<file path="config.mk">
export PLATFORM = sky130hd
export DESIGN_NAME = stream_demux
export DESIGN_NICKNAME = d
export VERILOG_FILES = /design/src/rtl/stream_demux_pkg.sv /design/src/rtl/stream_demux_slot.sv /design/src/rtl/stream_demux.sv
export SDC_FILE = /design/constraint.sdc
export NUM_CORES = 1
export LEC_CHECK = 0
export ABC_AREA = 1
export CORE_UTILIZATION = 40
export DETAILED_ROUTE_END_ITERATION = 10
export DONT_BUFFER_PORTS = 1
export PLACE_DENSITY_LB_ADDON = 0.15
export SETUP_SLACK_MARGIN = 0.02
export SLEW_MARGIN = 20
export SYNTH_ARGS = -nofsm -noshare
export SYNTH_HDL_FRONTEND = slang
export SYNTH_SLANG_ARGS = --single-unit
</file>
<file path="constraint.sdc">
create_clock -name clk -period 1.85 [get_ports clk]
set_input_delay 0.185 -clock clk [delete_from_list [all_inputs] [get_ports clk]]
set_output_delay 0.185 -clock clk [all_outputs]
set_load 0.05 [all_outputs]
</file>
<file path="src/rtl/stream_demux_pkg.sv">
// Shared types for the packet-aware stream demultiplexer.
// Holds the packet-tracking FSM encoding.
package stream_demux_pkg;

    typedef enum logic [1:0] {
        ST_IDLE = 2'd0,
        ST_BUSY = 2'd1,
        ST_DROP = 2'd2
    } state_e;

endpackage

</file>
<file path="src/rtl/stream_demux_slot.sv">
// One-entry valid/ready register slice feeding a single demux output.
// A load and a drain in the same cycle keep the slot full with no bubble.
module demux_slot #(
    parameter int W = 9
) (
    input  logic         clk,
    input  logic         reset,
    input  logic         i_load,
    input  logic [W-1:0] i_payload,
    input  logic         i_ready,
    output logic         o_valid,
    output logic [W-1:0] o_payload,
    output logic         o_free
);

    logic         r_valid;
    logic [W-1:0] r_payload;

    assign o_valid   = r_valid;
    assign o_payload = r_payload;
    assign o_free    = !r_valid || i_ready;

    // Load wins over drain; payload holds steady while stalled.
    always_ff @(posedge clk) begin
        if (reset) begin
            r_valid   <= 1'b0;
            r_payload <= '0;
        end else if (i_load) begin
            r_valid   <= 1'b1;
            r_payload <= i_payload;
        end else if (i_ready) begin
            r_valid   <= 1'b0;
        end
    end

endmodule

</file>
<file path="src/rtl/stream_demux.sv">
// Packet-aware 1-to-NUM_OUT stream demultiplexer.
// Destination is taken on the first beat and locked until the last beat.
module stream_demux
    import stream_demux_pkg::*;
#(
    parameter  int NUM_OUT = 4,
    parameter  int DATA_W  = 8,
    localparam int SEL_W   = $clog2(NUM_OUT)
) (
    input  logic                      clk,
    input  logic                      reset,
    input  logic                      in_valid_i,
    output logic                      in_ready_o,
    input  logic [DATA_W-1:0]         in_data_i,
    input  logic                      in_last_i,
    input  logic [SEL_W-1:0]          sel_i,
    output logic [NUM_OUT-1:0]        out_valid_o,
    input  logic [NUM_OUT-1:0]        out_ready_i,
    output logic [NUM_OUT*DATA_W-1:0] out_data_o,
    output logic [NUM_OUT-1:0]        out_last_o,
    output logic                      err_sel_o
);

    state_e             r_state;
    state_e             w_state_nxt;
    logic [SEL_W-1:0]   r_sel;
    logic [SEL_W-1:0]   w_sel_nxt;
    logic               r_err;
    logic               w_err_nxt;

    logic               w_sel_ok;
    logic [SEL_W-1:0]   w_tgt;
    logic               w_tgt_ok;
    logic [NUM_OUT-1:0] w_tgt_oh;
    logic [NUM_OUT-1:0] w_free;
    logic               w_tgt_free;
    logic               w_accept;
    logic [DATA_W:0]    w_slot_pl [NUM_OUT];

    assign w_sel_ok  = (32'(sel_i) < NUM_OUT);
    assign w_accept  = in_valid_i && in_ready_o;
    assign err_sel_o = r_err;

    // Target decode: live sel when idle, locked sel mid-packet, none when dropping.
    always_comb begin
        w_tgt    = (r_state == ST_BUSY) ? r_sel : sel_i;
        w_tgt_ok = 1'b0;
        unique case (r_state)
            ST_IDLE: w_tgt_ok = w_sel_ok;
            ST_BUSY: w_tgt_ok = 1'b1;
            ST_DROP: w_tgt_ok = 1'b0;
            default: w_tgt_ok = 1'b0;
        endcase
        for (int k = 0; k < NUM_OUT; k++) begin
            w_tgt_oh[k] = w_tgt_ok && (32'(w_tgt) == k);
        end
        w_tgt_free = |(w_free & w_tgt_oh);
    end

    // Ready looks only at the target slot; discarded beats always go through.
    always_comb begin
        in_ready_o = 1'b0;
        if (!reset) begin
            in_ready_o = w_tgt_ok ? w_tgt_free : 1'b1;
        end
    end

    // Packet FSM next-state, sel lock and bad-select detection.
    always_comb begin
        w_state_nxt = r_state;
        w_sel_nxt   = r_sel;
        w_err_nxt   = 1'b0;
        if (w_accept) begin
            unique case (r_state)
                ST_IDLE: begin
                    if (w_sel_ok) begin
                        w_sel_nxt = sel_i;
                        if (!in_last_i) w_state_nxt = ST_BUSY;
                    end else begin
                        w_err_nxt = 1'b1;
                        if (!in_last_i) w_state_nxt = ST_DROP;
                    end
                end
                ST_BUSY: if (in_last_i) w_state_nxt = ST_IDLE;
                ST_DROP: if (in_last_i) w_state_nxt = ST_IDLE;
                default: w_state_nxt = ST_IDLE;
            endcase
        end
    end

    // FSM, locked select and error pulse registers.
    always_ff @(posedge clk) begin
        if (reset) begin
            r_state <= ST_IDLE;
            r_sel   <= '0;
            r_err   <= 1'b0;
        end else begin
            r_state <= w_state_nxt;
            r_sel   <= w_sel_nxt;
            r_err   <= w_err_nxt;
        end
    end

    for (genvar k = 0; k < NUM_OUT; k++) begin : g_slot
        demux_slot #(
            .W(DATA_W + 1)
        ) u_slot (
            .clk       (clk),
            .reset     (reset),
            .i_load    (w_accept && w_tgt_oh[k]),
            .i_payload ({in_last_i, in_data_i}),
            .i_ready   (out_ready_i[k]),
            .o_valid   (out_valid_o[k]),
            .o_payload (w_slot_pl[k]),
            .o_free    (w_free[k])
        );
        assign out_data_o[k*DATA_W +: DATA_W] = w_slot_pl[k][DATA_W-1:0];
        assign out_last_o[k]                  = w_slot_pl[k][DATA_W];
    end

endmodule

</file>
==> out/results.ini, run 1 <==
[placement]
hpwl_mm=3.06
gp_congestion=0.841
numPortBuffers=0

[die]
rows=25
core_area_um2=4820
design.portCount=60
die_height_um=73.6
start_util_pct=42.6
die_x_um=73.6
die_area_um2=5420

[cells_and_area]
multi_input_comb_area_um2=891
regArea_um2=862
drive_gt1_share_pct=13.4
area_growth_pct=6.34
fin_nets=322
num_antenna_cells=0
fillers=526

[pwr]
seqPwrFrac_pct=56.4
ir_worst_vdd_uv=295
cellInternalPower_mw=1.33
power_density_nw_per_um2=919
pwr-share-clk_pct=29.3
power.total_mw=2.01
combPwrFrac_pct=14.3
power.switching_uw=679
power.leakage_nw=1.15
switching_share_pct=33.9

[drt]
antenna_left=0
wire_per_inst_um=11.7
drc=0
wl_mm=4.36
vias=1590
viasPerCell=4.27
firstDrtPassIters=5
drt_iter0_markers=74

[grt]
overflow=0
grt_pass1_vias=1380
grt_pass1_wl_mm=6.76
track_usage_pct=16.7
grt_max_degree=20
grt_antenna_before_repair=0

[cts]
cts_tree=done
postCtsSetupRepairBufs=0
clk_path_buf_depth=2
cts-root-buf=clkbuf_8
cts_sinks=43
clk_latency_ns=0.29
htreeDepth=2
cts_inserted_buffers=5
clkTransAtPathRegs_ns=0.09

[synth]
yosys_warnings=0
synth_area_per_cell_um2=6.78
syn_inst=303
ys_types=22
synthesis.nets=321
synth_seq_cells=43
netlist_area_um2=2050
synthTopCellsByArea=dfxtp_1 42%, nand2_1 16%, nor2_1 15%
synth_top_cell_by_area=dfxtp_1
seq_area_frac_synth_pct=41.9
synth_top_area_share_pct=41.9

[critical_path]
crit_buf_inv=2
path_class=register to output port
cp_cell_sequence=inv_4 > nand2_1 > nand2_2 > nand3_2 > nand2_2 > nor2_1 > nor2_2 > buf_4
slowest_stage=dfxtp_2
path_delay_family=simple AND/OR/NAND/NOR gates
arrival_ns=1.50
critPathRequiredTime_ns=1.66
crit_path_start_kind=register
critPathCaptureType=output port
path_common_cell=nand2_2
path_max_fanout=8
cpPeakStageDelay_ns=0.35

[sta]
setup_viol=0
period_needed_ns=1.68
worstMarginPinSlew_ns=0.538
slew_headroom_pct=64.1
skew_ns=0.0115
fmax_ghz=0.594
finalCritPeriodShare_pct=91.0
rsz0062_at_grt=no
drv_slew=0
hold_violations=0
setup_tns_ns=0

[status]
status=finished, final reports clean

[flow_run]
max_cap_viol_count=0

[min_path]
hold_path_class=input pin to register

==> sequential cells by signal, summed over array words and instances, names as in the netlist <==
signal and cells:
g_slot.u_slot.o_valid 4, r_sel 2, r_state 1, g_slot.u_slot.o_payload 36
==> cells in the mapped netlist <==
cell type  instances
nand2_1           87
nor2_1            80
inv_1             46
dfxtp_1           43
nand2_2            9
buf_4              6
a21oi_2            4
buf_6              4
nand4_4            4
buf_2              3
nand4_1            3
inv_2              2
nand3_1            2
nand3_2            2
a31oi_1            1
and2_1             1
buf_1              1
clkbuf_1           1
clkinv_2           1
conb_1             1
inv_4              1
nand2_8            1
==> through the flow <==
step                std cells  cell area [µm²]  hold WS, ns  util [%]  setup slack, ns
floorplan                 303             2060        0.320         -            0.228
global placement          363             2090        0.249      43.3            0.297
detailed placement        363             2090        0.250      43.3            0.254
CTS                       372             2180       0.0188      45.3            0.111
global route              372             2180       0.0215      45.3           0.0382
finish                    372             2180       0.0216      45.3            0.166
==> final timing paths <==
kind / start / to / slack [ns] / cells after the start
setup / recovery: r_state[0]$_SDFFE_PP0P_ / in_ready_o / 0.17 / 8
hold / removal: in_data_i[6] / g_slot[0].u_slot.o_payload[6]$_SDFFE_PP0P_ / 0.02 / 2
setup reg to reg: r_state[0]$_SDFFE_PP0P_ / g_slot[2].u_slot.o_payload[1]$_SDFFE_PP0P_ / 0.28 / 10
hold reg to reg: g_slot[2].u_slot.o_payload[0]$_SDFFE_PP0P_ / g_slot[2].u_slot.o_payload[0]$_SDFFE_PP0P_ / 0.52 / 4
==> layer usage <==
metal,track usage [%],up-vias,wire (µm)
met1,23.5,672,2150
met3,5.21,5,288
met2,24.1,36,1880
met4,5.34,0,42
met5,0,-,0
li1,-,877,-
==> logic make-up after synthesis <==
kind of cell    Yosys count  synth area share [%]
other cells               1                 0.183
flops                    43                  41.9
compound gates            5                  2.01
buf+inv                  65                  14.8
simple gates            189                  41.1
==> placed cells by master (no fill, tap or decap), types with 2 or more instances in the layout <==
master / n
nand4_1: 3
nor2_1: 79
buf_4: 8
dfxtp_1: 42
inv_1: 46
nand3_1: 2
a21oi_2: 4
inv_2: 2
clkinv_2: 2
nand2_1: 87
nand3_2: 2
clkbuf_8: 5
nand4_4: 4
nand2_2: 9
==> power groups by stage <==
stage	Sequential, mW	Combinational, mW	Clock (mW)
floorplan	1.15	0.258	0
global route	1.14	0.324	0.639
CTS	1.13	0.289	0.604
finish	1.13	0.287	0.588
detailed placement	1.15	0.283	0
global placement	1.15	0.281	0
==> final cells by class <==
type,instances,share of cell area [%]
Clock buffer,6,3.32
Multi-Input combinational cell,195,40.8
Tap cell,67,3.84
Inverter,50,8.77
Sequential cell,43,39.5
Clock inverter,2,0.573
Timing Repair Buffer,9,3.21
==> what timing repair did <==
| action | in CTS | in global routing |
|---|---|---|
| hold buffers | 1 | 0 |
| resized for setup | 0 | 1 |
| endpoints found under the setup margin | 0 | 1 |
| endpoints found under the hold margin | 4 | 0 |
(Power assumes the default switching activity.)
==> run 2: changes to the inputs <==
==> constraint.sdc (replaced) <==
create_clock -name clk -period 1.85 [get_ports clk]
set_input_delay 0.2775 -clock clk [delete_from_list [all_inputs] [get_ports clk]]
set_output_delay 0.2775 -clock clk [all_outputs]
set_load 0.05 [all_outputs]
==> out/results.ini, run 2 (synthesized netlist as in run 1, its figures left out) <==
[sta]
worstMarginPinSlew_ns=0.550
hold_violations=0
rsz0062_at_grt=no
fmax_ghz=0.574
slew_headroom_pct=63.3
drv_slew=0
setup_tns_ns=0
skew_ns=0.00922
period_needed_ns=1.74
finalCritPeriodShare_pct=94.1
setup_viol=0
setup_slack_ns=0.108

[drt]
antenna_left=0
vias=1589
viasPerCell=4.27
wl_mm=4.23
drc=0
drt_iter0_markers=69
wire_per_inst_um=11.4
firstDrtPassIters=4

[cts]
clk_path_buf_depth=2
clk_latency_ns=0.29
clkTransAtPathRegs_ns=0.08
cts_tree=done
cts_sinks=43
cts_hold_buf=0
htreeDepth=2
cts_inserted_buffers=5
cts-root-buf=clkbuf_8

[critical_path]
timing.rr.start=r_state[0]$_SDFFE_PP0P_
cp_cell_sequence=inv_6 > nand2_2 > nand2_4 > nand3_2 > nand2_2 > nor2_2 > nor2_2 > buf_6
crit_path_start_kind=register
worstSetupStartpoint=r_state[0]$_SDFFE_PP0P_
path_max_fanout=7
arrival_ns=1.46
path_class=register to output port
path_delay_family=simple AND/OR/NAND/NOR gates
cpPeakStageDelay_ns=0.37
slowest_stage=dfxtp_4
critPathRequiredTime_ns=1.57
crit_buf_inv=2
critPathCaptureType=output port

[flow_run]
max_cap_viol_count=0

[grt]
track_usage_pct=16.4
grt_use_met1_pct=21.9
use_met3_pct=6.45
grt_pass1_wl_mm=6.67
grt_pass1_vias=1389
overflow=0
grt-busiest-layer=met2
use_met2_pct=23.4
grt_antenna_before_repair=0
grt_max_degree=20

[status]
status=finished, final reports clean

[pwr]
switching_share_pct=33.7
cellInternalPower_mw=1.34
power_density_nw_per_um2=906
combPwrFrac_pct=14.9
ir_worst_vdd_uv=396
power.total_mw=2.02
seqPwrFrac_pct=56.3
power.switching_uw=680
pwr-share-clk_pct=28.8
power.leakage_nw=1.16

[cells_and_area]
fin_nets=322
largest_register_ff_count=36
drive_gt1_share_pct=15.1
final_common_cell=nand2_1
area_growth_pct=8.35
most-common-layout-cells=86 x nand2_1, 78 x nor2_1, 46 x inv_1
final_area_um2=2220
num_antenna_cells=0

[die]
start_util_pct=42.6
core_area_um2=4820
die_x_um=73.6
die_area_um2=5420
design.portCount=60
die_height_um=73.6
rows=25

[placement]
hpwl_mm=3.01
dpl_worst_slack_ns=0.255
postPlaceCellArea_um2=2080
numPortBuffers=0
gp_congestion=0.826

[min_path]
min_from=reset
hold_path_class=input pin to register

run 2: cell types whose count changed in the layout (fill, tap and decap cells not counted), moves of 2 or more:
cell,before,now
nand2_4,0,4
nand2_2,9,6
nand3_2,2,4
nand3_1,2,0
run 2: worst paths after layout:
check	to	slack (ns)	depth (start not counted)
max	in_ready_o	0.11	8
min reg2reg	g_slot[3].u_slot.o_valid$_SDFFE_PP0P_	0.52	2
max reg2reg	g_slot[0].u_slot.o_payload[8]$_SDFFE_PP0P_	0.32	10
min	g_slot[3].u_slot.o_valid$_SDFFE_PP0P_	0.04	1
run 2: cell type report:
class / instances / area (µm²)
Fill cell: 521 / 2590
Clock buffer: 6 / 72.6
Inverter: 50 / 194
Multi-Input combinational cell: 195 / 926
Timing Repair Buffer: 9 / 71.3
Tap cell: 67 / 83.8
Clock inverter: 2 / 12.5
Sequential cell: 43 / 865
run 2: what timing repair did:
item	in CTS	in global routing
endpoints found under the setup margin	0	1
setup buffers	0	2
resized for setup	0	12
endpoints found under the hold margin	0	0
run 2: layer usage:
layer	part of all wire, %	wire length (µm)
met4	1.5	63
met5	0	0
met3	6.8	290
met2	43	1800
met1	49	2080
run 2: power groups by stage:
stage | Sequential [mW] | Combinational [mW] | Clock (mW)
floorplan | 1.15 | 0.258 | 0
global placement | 1.16 | 0.276 | 0
detailed placement | 1.16 | 0.279 | 0
CTS | 1.14 | 0.281 | 0.604
global route | 1.14 | 0.341 | 0.642
finish | 1.13 | 0.301 | 0.581
run 2: through the flow:
| stage | util (%) | instances | hold WS [ns] |
|---|---|---|---|
| final | 46.2 | 372 | 0.0410 |
| after floorplan | - | 303 | 0.412 |
| after global placement | 43.2 | 362 | 0.341 |
| after CTS | 44.9 | 370 | 0.0346 |
| after global routing | 46.2 | 372 | 0.0246 |
| after detailed placement | 43.2 | 362 | 0.343 |
==> run 3: changes to the inputs <==
- REMOVE_ABC_BUFFERS: not set -> 1
==> out/results.ini, run 3 (synthesized netlist as in run 1, its figures left out) <==
[status]
status=finished, final reports clean

[flow_run]
max_cap_viol_count=0

[critical_path]
arrival_ns=1.45
path_class=register to output port
path_max_fanout=8
reg2reg_to=r_state[0]$_SDFFE_PP0P_
ff2ff_path_depth=12
critPathCaptureType=output port
critPathRequiredTime_ns=1.57
timing.rr.start=r_state[0]$_SDFFE_PP0P_
crit_path_start_kind=register
r2r_setup_slack_ns=0.27

[cts]
cts_tree=done
cts_hold_buf=0
clk_path_buf_depth=2
clk_latency_ns=0.29
cts_sinks=43
cts-root-buf=clkbuf_8
htreeDepth=2
clkTransAtPathRegs_ns=0.08
cts_inserted_buffers=5

[grt]
grt_pass1_vias=1438
grt_max_degree=28
grt_pass1_wl_mm=6.78
track_usage_pct=16.6
overflow=0
grt_antenna_before_repair=0

[cells_and_area]
drive_gt1_share_pct=13.8
num_antenna_cells=0
final_common_cell=nand2_1
utilization_pct=45.5
largest_register_ff_count=36
fillers=511
area_growth_pct=6.64
fin_nets=322
most-common-layout-cells=87 x nand2_1, 79 x nor2_1, 46 x inv_1

[pwr]
power.total_mw=2.01
ir_worst_vdd_uv=507
power_density_nw_per_um2=917
power.leakage_nw=1.15

[drt]
drc=0
drt_iter0_markers=103
antenna_left=0
firstDrtPassIters=4
vias=1600
wl_mm=4.12
viasPerCell=4.30
wire_per_inst_um=11.1

[min_path]
min_from=reset
holdPathEnd=g_slot[0].u_slot.o_valid$_SDFFE_PP0P_
whs_path_depth=1
hold_path_class=input pin to register

[placement]
gp_congestion=0.756
hpwl_mm=2.77
numPortBuffers=0
dpl_worst_slack_ns=0.229

[die]
start_util_pct=42.6
core_area_um2=4820
rows=25
die_area_um2=5420
die_height_um=73.6
die_x_um=73.6
design.portCount=60

[sta]
fmax_ghz=0.578
setup_slack_ns=0.120
hold_violations=0
whs_ns=0.0340
skew_ns=0.00561
period_needed_ns=1.73
drv_slew=0
setup_viol=0
rsz0062_at_grt=no
setup_tns_ns=0
worstMarginPinSlew_ns=0.533
slew_headroom_pct=64.4
finalCritPeriodShare_pct=93.5

==> run 3: cell types whose count changed in the layout (fill, tap and decap cells not counted), sizes merged <==
cell    before  now
clkinv       2    3
inv         49   48
==> run 3: worst max-delay path by stage <==
| stage | from | endpoint | slack, ns |
|---|---|---|---|
| CTS | r_state[0]$_SDFFE_PP0P_ | in_ready_o | 0.03 |
| global placement | r_state[0]$_SDFFE_PP0P_ | g_slot[2].u_slot.o_payload[4]$_SDFFE_PP0P_ | 0.27 |
| finish | r_state[0]$_SDFFE_PP0P_ | in_ready_o | 0.12 |
| global route | r_state[0]$_SDFFE_PP0P_ | in_ready_o | 0.03 |
| detailed placement | r_state[0]$_SDFFE_PP0P_ | g_slot[3].u_slot.o_payload[1]$_SDFFE_PP0P_ | 0.23 |
| floorplan | g_slot[1].u_slot.o_valid$_SDFFE_PP0P_ | r_sel[0]$_SDFFE_PP0P_ | -0.14 |
==> run 3: where the power goes <==
part | internal (mW) | switching, mW
sequential | 0.972 | 0.163
combinational | 0.0994 | 0.193
clock | 0.264 | 0.316
==> run 3: per-layer routing <==
layer	global-route usage, %	vias up	share of wire [%]
li1	-	874	-
met1	21.0	682	47
met2	25.2	42	45
met3	7.41	2	7.5
met4	5.13	0	0.70
met5	0	-	0
==> run 3: area by class of cell <==
cell class	count	area, µm²	share of cell area, %
Sequential cell	43	865	39.5
Clock inverter	2	12.5	0.571
Multi-Input combinational cell	195	891	40.7
Clock buffer	6	72.6	3.31
Inverter	50	194	8.86
Tap cell	67	83.8	3.83
Timing Repair Buffer	9	71.3	3.26
==> run 3: worst max-delay path, stage by stage (launching register included) <==
cell	delay [ns]
dfxtp_4	0.37
clkinv_4	0.08
nand2_2	0.05
nand2_2	0.10
nand3_1	0.09
nand2_2	0.09
nor2_1	0.06
nor2_2	0.15
buf_6	0.18
==> run 3: metrics by stage <==
stage          instance area (µm²)  cells
2_1_floorplan                 1940    288
3_3_place_gp                  2070    361
3_5_place_dp                  2070    361
4_1_cts                       2160    369
5_1_grt                       2190    372
6_report                      2190    372
==> run 3: timing repair <==
action	4_1_cts	5_1_grt
pin swaps	0	1
endpoints found under the setup margin	1	2
gates resized for setup	2	3
buffers inserted	0	3
